===== src/rtl/calc_bcd_display_if.sv =====
// Operand/key inputs and display/status outputs of the BCD calculator.
// The master side drives switches and keys; the slave side is the calculator.
interface calc_bcd_display_if #(
    parameter int W      = 5,
    parameter int DIGITS = 4
);
    logic [2*W-1:0]      SW;
    logic [3:0]          KEY;
    logic [2*W:0]        LEDR;
    logic [7*DIGITS-1:0] HEX;
    logic                BUSY;
    logic                OVF;

    modport master (
        output SW, KEY,
        input  LEDR, HEX, BUSY, OVF
    );

    modport slave (
        input  SW, KEY,
        output LEDR, HEX, BUSY, OVF
    );
endinterface


===== src/rtl/calc_bcd_display.sv =====
// Key-driven add/sub/mul/clear calculator with a sequential double-dabble
// converter feeding sign-aware, zero-blanked seven-segment digits.
module calc_bcd_display #(
    parameter int W      = 5,
    parameter int DIGITS = 4
) (
    input  logic              CLOCK_50,
    input  logic              RST,
    calc_bcd_display_if.slave bus
);

    localparam int RW = 2 * W;
    localparam int BW = 4 * DIGITS;
    localparam int HW = 7 * DIGITS;
    localparam int CW = $clog2(RW + 1);

    function automatic logic [63:0] pow10(input int n);
        logic [63:0] r;
        r = 64'd1;
        for (int i = 0; i < n; i++) r = r * 64'd10;
        return r;
    endfunction

    // The minus sign costs one digit position, hence the smaller negative limit.
    localparam logic [63:0] LIMIT_POS = pow10(DIGITS) - 64'd1;
    localparam logic [63:0] LIMIT_NEG = pow10(DIGITS - 1) - 64'd1;

    localparam logic [6:0] SEG_BLANK = 7'b1111111;
    localparam logic [6:0] SEG_MINUS = 7'b0111111;
    localparam logic [6:0] SEG_E     = 7'b0000110;
    localparam logic [HW-1:0] HEX_RST = {{(7 * (DIGITS - 1)){1'b1}}, 7'b1000000};

    typedef enum logic [1:0] {IDLE, LOAD, CONV, SHOW} state_t;
    typedef enum logic [1:0] {OP_ADD, OP_SUB, OP_MUL, OP_CLR} op_t;

    function automatic logic [6:0] seg7(input logic [3:0] d);
        case (d)
            4'd0:    return 7'b1000000;
            4'd1:    return 7'b1111001;
            4'd2:    return 7'b0100100;
            4'd3:    return 7'b0110000;
            4'd4:    return 7'b0011001;
            4'd5:    return 7'b0010010;
            4'd6:    return 7'b0000010;
            4'd7:    return 7'b1111000;
            4'd8:    return 7'b0000000;
            4'd9:    return 7'b0010000;
            default: return SEG_BLANK;
        endcase
    endfunction

    state_t          state;
    op_t             op_r;
    op_t             op_sel;

    logic [3:0]      key_s1;
    logic [3:0]      key_s2;
    logic [3:0]      key_prev;
    logic [3:0]      key_armed;
    logic [1:0]      settle;
    logic            settled;
    logic [3:0]      press;

    logic [W-1:0]    a_r;
    logic [W-1:0]    b_r;
    logic [RW-1:0]   a_ext;
    logic [RW-1:0]   b_ext;
    logic [RW-1:0]   mag_n;
    logic            sign_n;
    logic            ovf_n;

    logic [RW-1:0]   mag_r;
    logic            sign_r;
    logic            ovf_r;
    logic [RW-1:0]   bin_r;
    logic [BW-1:0]   bcd_r;
    logic [BW-1:0]   bcd_adj;
    logic [BW-1:0]   bcd_step;
    logic [CW-1:0]   cnt_r;

    logic [HW-1:0]   hex_n;
    logic [RW:0]     ledr_r;
    logic [HW-1:0]   hex_r;
    logic            busy_r;
    logic            ovf_out;

    // Edge detection waits until the synchroniser holds real samples, and a key
    // only arms once it has been seen released, so a key held through reset is inert.
    assign settled = (settle == 2'd2);
    assign press   = key_armed & key_prev & ~key_s2 & {4{settled}};

    // NOTE: every always_comb output gets a default first so no path infers a latch.
    always_comb begin
        op_sel = OP_ADD;
        if (press[0])      op_sel = OP_ADD;
        else if (press[1]) op_sel = OP_SUB;
        else if (press[2]) op_sel = OP_MUL;
        else if (press[3]) op_sel = OP_CLR;
    end

    assign a_ext = RW'(a_r);
    assign b_ext = RW'(b_r);

    always_comb begin
        mag_n  = '0;
        sign_n = 1'b0;
        case (op_r)
            OP_ADD: mag_n = a_ext + b_ext;
            OP_SUB: begin
                if (a_r < b_r) begin
                    mag_n  = b_ext - a_ext;
                    sign_n = 1'b1;
                end else begin
                    mag_n  = a_ext - b_ext;
                end
            end
            OP_MUL:  mag_n = a_ext * b_ext;
            default: mag_n = '0;
        endcase
        if (mag_n == '0) sign_n = 1'b0;
        ovf_n = sign_n ? (64'(mag_n) > LIMIT_NEG) : (64'(mag_n) > LIMIT_POS);
    end

    always_comb begin
        bcd_adj = bcd_r;
        for (int i = 0; i < DIGITS; i++) begin
            if (bcd_r[4*i +: 4] >= 4'd5) bcd_adj[4*i +: 4] = bcd_r[4*i +: 4] + 4'd3;
        end
    end

    assign bcd_step = {bcd_adj[BW-2:0], bin_r[RW-1]};

    always_comb begin
        int msd;
        msd   = 0;
        hex_n = '1;
        for (int i = 0; i < DIGITS; i++) begin
            if (bcd_r[4*i +: 4] != 4'd0) msd = i;
        end
        for (int i = 0; i < DIGITS; i++) begin
            if (ovf_r)                          hex_n[7*i +: 7] = SEG_E;
            else if (i <= msd)                  hex_n[7*i +: 7] = seg7(bcd_r[4*i +: 4]);
            else if (sign_r && (i == msd + 1))  hex_n[7*i +: 7] = SEG_MINUS;
            else                                hex_n[7*i +: 7] = SEG_BLANK;
        end
    end

    // NOTE: sequential state uses non-blocking assignments so every register samples pre-edge values.
    always_ff @(posedge CLOCK_50) begin
        if (RST) begin
            state     <= IDLE;
            key_s1    <= '1;
            key_s2    <= '1;
            key_prev  <= '1;
            key_armed <= '0;
            settle    <= '0;
            a_r       <= '0;
            b_r       <= '0;
            op_r      <= OP_ADD;
            mag_r     <= '0;
            sign_r    <= 1'b0;
            ovf_r     <= 1'b0;
            bin_r     <= '0;
            bcd_r     <= '0;
            cnt_r     <= '0;
            ledr_r    <= '0;
            hex_r     <= HEX_RST;
            busy_r    <= 1'b0;
            ovf_out   <= 1'b0;
        end else begin
            key_s1    <= bus.KEY;
            key_s2    <= key_s1;
            key_prev  <= key_s2;
            key_armed <= key_armed | ({4{settled}} & key_s2);
            if (!settled) settle <= settle + 2'd1;

            case (state)
                IDLE: begin
                    if (|press) begin
                        a_r    <= bus.SW[RW-1:W];
                        b_r    <= bus.SW[W-1:0];
                        op_r   <= op_sel;
                        busy_r <= 1'b1;
                        state  <= LOAD;
                    end
                end
                LOAD: begin
                    mag_r  <= mag_n;
                    sign_r <= sign_n;
                    ovf_r  <= ovf_n;
                    bin_r  <= mag_n;
                    bcd_r  <= '0;
                    cnt_r  <= '0;
                    state  <= CONV;
                end
                CONV: begin
                    bin_r <= {bin_r[RW-2:0], 1'b0};
                    bcd_r <= bcd_step;
                    cnt_r <= cnt_r + 1'b1;
                    if (cnt_r == CW'(RW - 1)) state <= SHOW;
                end
                SHOW: begin
                    ledr_r  <= {sign_r, mag_r};
                    hex_r   <= hex_n;
                    ovf_out <= ovf_r;
                    busy_r  <= 1'b0;
                    state   <= IDLE;
                end
                default: state <= IDLE;
            endcase
        end
    end

    assign bus.LEDR = ledr_r;
    assign bus.HEX  = hex_r;
    assign bus.BUSY = busy_r;
    assign bus.OVF  = ovf_out;

endmodule


===== src/flat_wrapper.sv =====
// flat-port wrapper written by rule: the top's interface ports become plain ports
module calc_bcd_display_flat 
#(
    parameter int W      = 5,
    parameter int DIGITS = 4
)
  (CLOCK_50, RST, bus_SW, bus_KEY, bus_LEDR, bus_HEX, bus_BUSY, bus_OVF);
  calc_bcd_display_if #(.W(W), .DIGITS(DIGITS)) bus_i ();
  input  logic CLOCK_50;
  input  logic RST;
  input wire logic [$bits(bus_i.SW)-1:0] bus_SW;
  input wire logic [$bits(bus_i.KEY)-1:0] bus_KEY;
  output wire logic [$bits(bus_i.LEDR)-1:0] bus_LEDR;
  output wire logic [$bits(bus_i.HEX)-1:0] bus_HEX;
  output wire logic [$bits(bus_i.BUSY)-1:0] bus_BUSY;
  output wire logic [$bits(bus_i.OVF)-1:0] bus_OVF;
  assign bus_i.SW = bus_SW;
  assign bus_i.KEY = bus_KEY;
  assign bus_LEDR = bus_i.LEDR;
  assign bus_HEX = bus_i.HEX;
  assign bus_BUSY = bus_i.BUSY;
  assign bus_OVF = bus_i.OVF;
  calc_bcd_display #(.W(W), .DIGITS(DIGITS)) u_core (.CLOCK_50(CLOCK_50), .RST(RST), .bus(bus_i));
endmodule

===== config.mk =====
export PLATFORM = sky130hd
export DESIGN_NAME = calc_bcd_display_flat
export DESIGN_NICKNAME = d
export VERILOG_FILES = /design/src/rtl/calc_bcd_display_if.sv /design/src/rtl/calc_bcd_display.sv /design/src/flat_wrapper.sv
export SDC_FILE = /design/constraint.sdc
export NUM_CORES = 1
export LEC_CHECK = 0
export BUFFER_PORTS_ARGS = -buffer_cell sky130_fd_sc_hd__buf_2
export CORE_UTILIZATION = 38
export DETAILED_ROUTE_END_ITERATION = 7
export GPL_TIMING_DRIVEN = 0
export PLACE_DENSITY = 0.66
export SKIP_LAST_GASP = 1
export SLEW_MARGIN = 30
export SYNTH_ARGS = -nofsm -noshare
export SYNTH_HDL_FRONTEND = slang
export SYNTH_SLANG_ARGS = --single-unit
export TNS_END_PERCENT = 1

===== constraint.sdc =====
create_clock -name CLOCK_50 -period 7.69 [get_ports CLOCK_50]
set_input_delay 1.1535 -clock CLOCK_50 [delete_from_list [all_inputs] [get_ports CLOCK_50]]
set_output_delay 1.1535 -clock CLOCK_50 [all_outputs]
set_load 0.005 [all_outputs]

==> run summary <==
status: completed
Slew headroom: 0.4842
Total GRT Usage: 0.1945
Final Max Tran Viols: 0
Max-Cap Viols: 0
most frequent cell after synthesis: dfxtp_1
WL final: 18500 um
initial core utilization: 0.3877
core footprint: 19460 um2
Die Span Y: 142.9 um
peak supply drop: 186.1 uV
Fill cells: 1916
Final min period: 4454 ps
DRC errors left: 0
Mapped Nets: 961
root buffer cell: clkbuf_16
Placer Congestion: 0.8821
sum of negative setup slack: 0 ps
Ys Warns: 0
flops & latches, synth: 143
Avg Vias per Cell: 5.157
EDFF count, synth: 0
period utilization: 0.5791
Arrival @ worst endpoint: 4770 ps
Antenna Diode Count: 0
post-CTS sizing: 0
Remaining Overflow, GRT: 0
internal reg-to-reg setup slack: 3240 ps
Pre-antenna DRT Iters: 5
Worst path slowest cell: fa_1
critical path cell sequence: ha_1 -> inv_1 -> fa_1 -> fa_1 -> fa_1 -> inv_1 -> ha_1 -> a211oi_1 -> o21bai_1 -> o31ai_1 -> o22ai_1 -> a211oi_2 -> a211oi_1 -> a31o_2
Synth Cell Area: 7546 um2
final number of hold-violating endpoints: 0
Rows: 51
synthesized instance count: 863
H-tree depth: 4
Num CTS Buffers: 17
DR vias: 6271
Synth top area share: 0.3794
Synth cell types: 68
fmax: 224.5 MHz
Syn Area/Cell: 8.744 um2
WL per Instance: 15.21 um
Routed Antenna Nets: 0
Final Instance Count excl. Fillers: 1216
worst slew pin tran: 773.7 ps
largest net degree at the start of global routing: 17
Min Hold Slack: 402.6 ps
Synth Flop Type: dfxtp_1
Setup crit end kind: register
Hold Buf Count CTS: 0
most used cell along the critical path: fa_1
critical path peak fanout: 5
# IOs: 57
count of input and output buffers: 56
DP HPWL: 13710 um
LEAKAGE: 0.003757 uW
ys async rst share: 0
ranking of synthesized cells by area: dfxtp_1 (38%), ha_1 (12%), mux2i_1 (5.3%), nor2_1 (5.0%), o21ai_0 (4.7%)
Seq/Total Area, Yosys: 0.3794
Total Nets Final: 1036
worst stage delay on the critical path: 540 ps
PwrDens: 209.6 nW/um2
antenna violations before repair: 0
Hold Crit Class: register to register
DP Cell Count: 1184
clock sink count: 143
clock latency at the later pin of the worst-skew pair: 430 ps
Startpoint Class: register
P&R area growth vs syn: 15.67%
CP Buf/Inv Count: 2
Die Width: 142.9 um
final setup violation count: 0
CTS max path bufs: 2
# Post-CTS Setup Buffers: 0
Worst Path Required: 8010 ps
CTS tree: yes
top cells by count, synth: dfxtp_1 (143), nor2_1 (101), o21ai_0 (71), ha_1 (70), nand2_1 (63)
Layout Skew: 9.145 ps
Iter 0 DRT Violations: 491
critical path class: register to register
cell taking the most area after synthesis: dfxtp_1
share of layout cells above drive strength 1: 0.1356
number of global-route vias before repair: 6094
die area: 20420 um2
first-pass GRT wire length: 30440 um
RSZ-0062 raised after global routing: no
clock slew at reported path FFs: 60 ps
delay-heaviest family, CP: adder cells
-- layer usage --
layer  wire (um)  vias to the layer above  global-route usage
li1            -                     3122                   -
met1        8676                     2996              0.2449
met2        8600                      115              0.3199
met3         702                       38             0.04460
met4         522                        0             0.07753
met5           0                        -                   0
-- cell families after synthesis --
logic type,count (synthesis),synth area share
simple gates,267,0.1681
xor+xnor,14,0.01625
fa+ha+maj,82,0.1479
mux,40,0.05306
compound gates,211,0.1792
flops,143,0.3794
buf+inv,106,0.05604
-- path summary, 6_finish.rpt --
kind	depth (start not counted)	to	startpoint
worst max register to register	14	u_core.bin_r[9]$_SDFFE_PP0N_	u_core.a_r[2]$_SDFFE_PP0P_
worst max-delay path	14	u_core.bin_r[9]$_SDFFE_PP0N_	u_core.a_r[2]$_SDFFE_PP0P_
worst min-delay path	1	u_core.key_s2[1]$_SDFF_PP1_	u_core.key_s1[1]$_SDFF_PP1_
worst min register to register	1	u_core.key_s2[1]$_SDFF_PP1_	u_core.key_s1[1]$_SDFF_PP1_
-- where the power goes --
group	leakage, uW	total (uW)	internal [uW]	switching (uW)
logic	0.00233	234	76.2	158
registers	0.00116	800	779	21.6
clock network	0.000271	795	466	329
-- metrics by stage --
| step | utilization | worst slack, ps | area, um2 | total power [uW] |
|---|---|---|---|---|
| after floorplan | - | 3830 | 7546 | 979.3 |
| after global placement | 0.4192 | 3334 | 8158 | 1044 |
| after detailed placement | 0.4192 | 3291 | 8158 | 1050 |
| after CTS | 0.4485 | 3264 | 8728 | 1842 |
| after global routing | 0.4485 | 3002 | 8728 | 1911 |
| final | 0.4485 | 3236 | 8728 | 1830 |
-- final cells by class --
class,instances,area (um2),share of cell area
Buffer,41,178.9,0.02050
Sequential cell,143,2863,0.3280
Tap cell,265,331.6,0.03799
Multi-Input combinational cell,614,4260,0.4881
Clock inverter,10,106.4,0.01218
Timing Repair Buffer,56,280.3,0.03211
Inverter,65,244.0,0.02795
Clock buffer,22,464.2,0.05318
-- worst register-to-register path: cells and delay by family, from the launching register on --
family                   cells  cell delay, ps
adder cells (fa/ha/maj)      5            1950
buffers and inverters        2             120
flip-flops                   1             430
AO/OA/AOI/OAI                7            1840
-- layout by cell type (no fill, tap or decap), types with 9 or more instances in the layout --
master,Yosys,final
or2_2,14,14
a22oi_1,13,13
nand2b_1,10,10
a21oi_1,55,55
mux2i_1,40,40
clkbuf_1,25,28
dfxtp_1,143,143
nand3_1,21,21
a211oi_1,13,13
nor3_1,12,12
clkbuf_16,0,17
xnor2_1,9,9
a21o_1,10,10
nand2_1,63,63
fa_1,12,12
ha_1,70,70
nor2_1,101,101
o21ai_0,71,71
inv_1,61,61
buf_2,8,64
Power figures use the tool's default switching activity.
